## src/rtl/sram_pixel_writer.sv

```systemverilog
// Packs a stream of 24-bit RGB pixels into 16-bit SRAM words, two pixels per
// three words ({R0,G0}, {B0,R1}, {G1,B1}), for one frame at contiguous addresses.
module sram_pixel_writer #(
    parameter int IMAGE_WIDTH  = 320,
    parameter int IMAGE_HEIGHT = 240
) (
    input  logic        i_clock,
    input  logic        i_reset,
    input  logic        i_start,
    input  logic [17:0] i_base_address,
    input  logic        i_pixel_valid,
    output logic        o_pixel_ready,
    input  logic [23:0] i_pixel_data,
    output logic [17:0] o_sram_address,
    output logic [15:0] o_sram_write_data,
    output logic        o_sram_we_n,
    output logic        o_busy,
    output logic        o_done,
    output logic [9:0]  o_pixel_col,
    output logic [9:0]  o_pixel_row,
    output logic [2:0]  o_state
);

    typedef enum logic [2:0] {
        S_IDLE  = 3'd0,
        S_EVEN  = 3'd1,
        S_ODD   = 3'd2,
        S_ODD_2 = 3'd3,
        S_DONE  = 3'd4
    } state_t;

    localparam logic [9:0] LAST_COL = 10'(IMAGE_WIDTH - 1);
    localparam logic [9:0] LAST_ROW = 10'(IMAGE_HEIGHT - 1);

    state_t      r_state;
    logic [17:0] r_pointer;
    logic [7:0]  r_held_g;
    logic [7:0]  r_held_b;
    logic        r_last_pair;

    logic        w_accept;
    logic        w_last_pixel;

    // Pixel handshake: a pixel transfers on a rising edge where i_pixel_valid
    // and o_pixel_ready are both high; ready depends only on state, never on valid.
    assign o_pixel_ready = (r_state == S_EVEN) || (r_state == S_ODD);
    assign w_accept      = i_pixel_valid && o_pixel_ready;
    assign w_last_pixel  = (o_pixel_col == LAST_COL) && (o_pixel_row == LAST_ROW);
    assign o_state       = r_state;

    always_ff @(posedge i_clock) begin
        if (i_reset) begin
            r_state           <= S_IDLE;
            r_pointer         <= 18'd0;
            r_held_g          <= 8'd0;
            r_held_b          <= 8'd0;
            r_last_pair       <= 1'b0;
            o_sram_address    <= 18'd0;
            o_sram_write_data <= 16'd0;
            o_sram_we_n       <= 1'b1;
            o_busy            <= 1'b0;
            o_done            <= 1'b0;
            o_pixel_col       <= 10'd0;
            o_pixel_row       <= 10'd0;
        end else begin
            o_sram_we_n <= 1'b1;
            o_done      <= 1'b0;

            if (w_accept) begin
                if (o_pixel_col == LAST_COL) begin
                    o_pixel_col <= 10'd0;
                    o_pixel_row <= o_pixel_row + 10'd1;
                end else begin
                    o_pixel_col <= o_pixel_col + 10'd1;
                end
            end

            case (r_state)
                S_IDLE: begin
                    if (i_start) begin
                        r_pointer   <= i_base_address;
                        o_pixel_col <= 10'd0;
                        o_pixel_row <= 10'd0;
                        o_busy      <= 1'b1;
                        r_state     <= S_EVEN;
                    end
                end
                S_EVEN: begin
                    if (w_accept) begin
                        o_sram_address    <= r_pointer;
                        o_sram_write_data <= i_pixel_data[23:8];
                        o_sram_we_n       <= 1'b0;
                        r_held_b          <= i_pixel_data[7:0];
                        r_pointer         <= r_pointer + 18'd1;
                        r_state           <= S_ODD;
                    end
                end
                S_ODD: begin
                    if (w_accept) begin
                        o_sram_address    <= r_pointer;
                        o_sram_write_data <= {r_held_b, i_pixel_data[23:16]};
                        o_sram_we_n       <= 1'b0;
                        r_held_g          <= i_pixel_data[15:8];
                        r_held_b          <= i_pixel_data[7:0];
                        r_pointer         <= r_pointer + 18'd1;
                        // Counters advance this same edge, so remember now
                        // whether this pair closes the frame.
                        r_last_pair       <= w_last_pixel;
                        r_state           <= S_ODD_2;
                    end
                end
                S_ODD_2: begin
                    o_sram_address    <= r_pointer;
                    o_sram_write_data <= {r_held_g, r_held_b};
                    o_sram_we_n       <= 1'b0;
                    r_pointer         <= r_pointer + 18'd1;
                    if (r_last_pair) begin
                        o_done  <= 1'b1;
                        r_state <= S_DONE;
                    end else begin
                        r_state <= S_EVEN;
                    end
                end
                S_DONE: begin
                    o_busy      <= 1'b0;
                    r_last_pair <= 1'b0;
                    r_state     <= S_IDLE;
                end
                default: r_state <= S_IDLE;
            endcase
        end
    end

endmodule
```

## config.mk

```make
export PLATFORM = sky130hd
export DESIGN_NAME = sram_pixel_writer
export DESIGN_NICKNAME = d
export VERILOG_FILES = /design/src/rtl/sram_pixel_writer.sv
export SDC_FILE = /design/constraint.sdc
export NUM_CORES = 1
export LEC_CHECK = 0
export BUFFER_PORTS_ARGS = -buffer_cell sky130_fd_sc_hd__buf_4
export CAP_MARGIN = 10
export CORE_ASPECT_RATIO = 1.2
export CORE_UTILIZATION = 50
export CTS_BUF_LIST = sky130_fd_sc_hd__clkbuf_8
export DETAILED_ROUTE_END_ITERATION = 16
export PLACE_DENSITY = 0.78
export SKIP_CTS_REPAIR_TIMING = 1
export SYNTH_ARGS = -nofsm -noshare
export SYNTH_HDL_FRONTEND = slang
export SYNTH_SLANG_ARGS = --single-unit
```

## constraint.sdc

```tcl
create_clock -name i_clock -period 2.33 [get_ports i_clock]
set_input_delay 0.1165 -clock i_clock [delete_from_list [all_inputs] [get_ports i_clock]]
set_output_delay 0.1165 -clock i_clock [all_outputs]
set_load 0.005 [all_outputs]
```

==> run metrics <==
Residual DRC 0; critical path data required time 2590 ps; number of synthesized register bits between 90 and 100; Hold Crit Class in2reg; Worst Path Max Fanout 12; Critical Path, Cell by Cell buf_4 -> xnor2_1 -> nor4_1 -> and3_1 -> xnor2_1 -> nor2_1; worst skew pair latency between 300 and 400 ps; CP bufs+invs 1; Slowest-stage cell, CP dfxtp_1; TritonCTS Buffers 9; drt initial violations about 200; Critical Path AT about 2200 ps; MaxCap Viol Count 0; first-pass GRT wire length 18500 um; most frequent cells in the layout 126 x nand2_1, 124 x buf_4, 95 x dfxtp_1, 74 x a21oi_1, 39 x nor2_1; Slew HR 0.615; Total Wirelength 11700 um; design area 5580 sq um; Worst R2R Setup Slack 380 ps; antenna violations before repair 0; register area share after synthesis 0.437; Std-Cell Rows 36; synthesis-to-layout area growth 28.1%; Lkg Pwr approximately 0.0022 uW; CTS root buf clkbuf_8; Worst setup SP type register; share of cells above drive strength 1 0.230; net count after synthesis 597; placed cell areas 5290 sq um; Syn Area/Cell 7.95 sq um; htree depth 3; Power Density 644 nW/um^2; Fmax 513 MHz; Yosys warning count 0; GRT Total Usage 0.261; most used cell, CP xnor2_1; Ports 107; final setup TNS 0 ps; CP Class reg2reg; Post-DRT Antenna Nets 0; Filler cells around 750; Initial Util 0.526; DR vias around 4300; IO Port Bufs 106; core area 8290 sq um; Max rail drop VDD 0.318 mV; filler-free cell count of the finished design 775; cell count after synthesis 548; clock skew 10.3 ps; final hold violations 2; most common cell after layout, fill and taps aside nand2_1; Synth Flop Type dfxtp_1; Reg area between 1500 and 2000 sq um; number of global-route vias before repair 3927; DRT Pass-1 Iters 4; GPL Wtd Cong roughly 0.92; delay-heaviest family, CP simple AND/OR/NAND/NOR gates; die width 87.2 um; Worst Tran Pin Value 572 ps; CP peak stage delay around 530 ps; wire per inst 15.1 um; clock sink count 95; Fin Hold WS -1.82 ps; die height between 100 and 150 um; Synth cell types 45; final setup vio count 0; gr ovfl total 0; Via density between 5 and 6; RSZ-0062 raised after global routing false; final number of max-transition violations 0; TritonCTS clock tree built; die area approximately 9000 sq um; ys async rst share 0; Worst-path clk slew 90 ps; status complete, but fails checks; Post-synth EDFFs 0; Tmin final 1950 ps; final worst-path cycle share 0.836; Mapped Area 4360 sq um; DP Cell Count 750; diode count 0; Finished Core Util 0.673; Bufs on Longest Clock Path 2; failing checks hold timing; Post-layout nets 705; area of the multi-input gates 2290 sq um; detailed placement HPWL 8460 um; Worst Setup End Kind register; pin count of the biggest net entering global routing 41
-- logic make-up after synthesis --
| family | synth area share |
|---|---|
| AND/OR/NAND/NOR | 0.246 |
| AO/OA/AOI/OAI | 0.194 |
| flip-flops | 0.437 |
| buffers and inverters | 0.0388 |
| multiplexers | 0.0417 |
| XOR/XNOR | 0.0342 |
| adder cells (fa/ha/maj) | 0.00862 |
-- tightest hold or removal path: cells and delay by family --
kind,cells,cell delay (ps)
buffers and inverters,1,120
AND/OR/NAND/NOR,1,50
AO/OA/AOI/OAI,1,50
-- layer usage --
metal,routed length [um],GRT usage
met1,5010,0.324
met2,5730,0.427
met4,281,0.128
met3,680,0.0500
met5,0,0
-- cells in the mapped netlist, types with 2 or more instances --
master,count,share of area
nand2_1,126,0.11
dfxtp_1,95,0.44
a21oi_1,75,0.086
nor2_1,39,0.034
clkbuf_1,26,0.022
nand3_1,20,0.023
mux2i_1,17,0.039
o211ai_1,17,0.029
o21ai_0,16,0.018
and3_1,11,0.016
a211oi_1,9,0.016
buf_2,9,0.010
xor2_1,9,0.018
xnor2_1,8,0.016
inv_1,6,0.0052
nor3_1,6,0.0069
a2111oi_0,5,0.010
a21o_1,4,0.0069
a221oi_1,4,0.0080
and4_1,4,0.0080
nand4_1,4,0.0057
or3_1,4,0.0057
ha_1,3,0.0086
nand2b_1,3,0.0043
nor4_1,3,0.0043
and2_1,2,0.0029
nand3b_1,2,0.0034
nor3_4,2,0.0075
o22ai_1,2,0.0029
o32ai_1,2,0.0040
-- per-stage QoR --
stage | worst slack (ps) | power [uW]
finish | 382 | 3590
global route | 243 | 3760
global placement | 474 | 2480
detailed placement | 446 | 2490
CTS | 410 | 3600
floorplan | 489 | 2220
-- final cells by class --
class,instances,share of cell area
Clock buffer,9,0.0222
Sequential cell,95,0.341
Clock inverter,7,0.0137
Timing Repair Buffer,133,0.183
Multi-Input combinational cell,411,0.411
Inverter,6,0.00404
Tap cell,114,0.0256
-- worst paths after layout --
check	startpoint	end	cells after the start
max	o_state[1]$_SDFFE_PP0P_	o_pixel_col[7]$_SDFF_PP0_	6
min	i_pixel_data[13]	r_held_g[5]$_SDFFE_PP0P_	3
max reg2reg	o_state[1]$_SDFFE_PP0P_	o_pixel_col[7]$_SDFF_PP0_	6
min reg2reg	r_held_g[0]$_SDFFE_PP0P_	r_held_g[0]$_SDFFE_PP0P_	2
-- power breakdown --
part           switching (uW)  internal (uW)
sequential               99.9           1720
combinational             352            297
clock                     615            505
-- state kept, by name, summed over array words and instances (netlist names) --
signal and flops:
r_pointer 18, r_last_pair 1, r_held_b 8, o_pixel_row 10, o_state 3, o_pixel_col 10, o_sram_we_n 1, r_held_g 8
o_sram_write_data 16, o_sram_address 18, o_done 1, o_busy 1
Note: power is estimated with default switching activity, not from simulation.
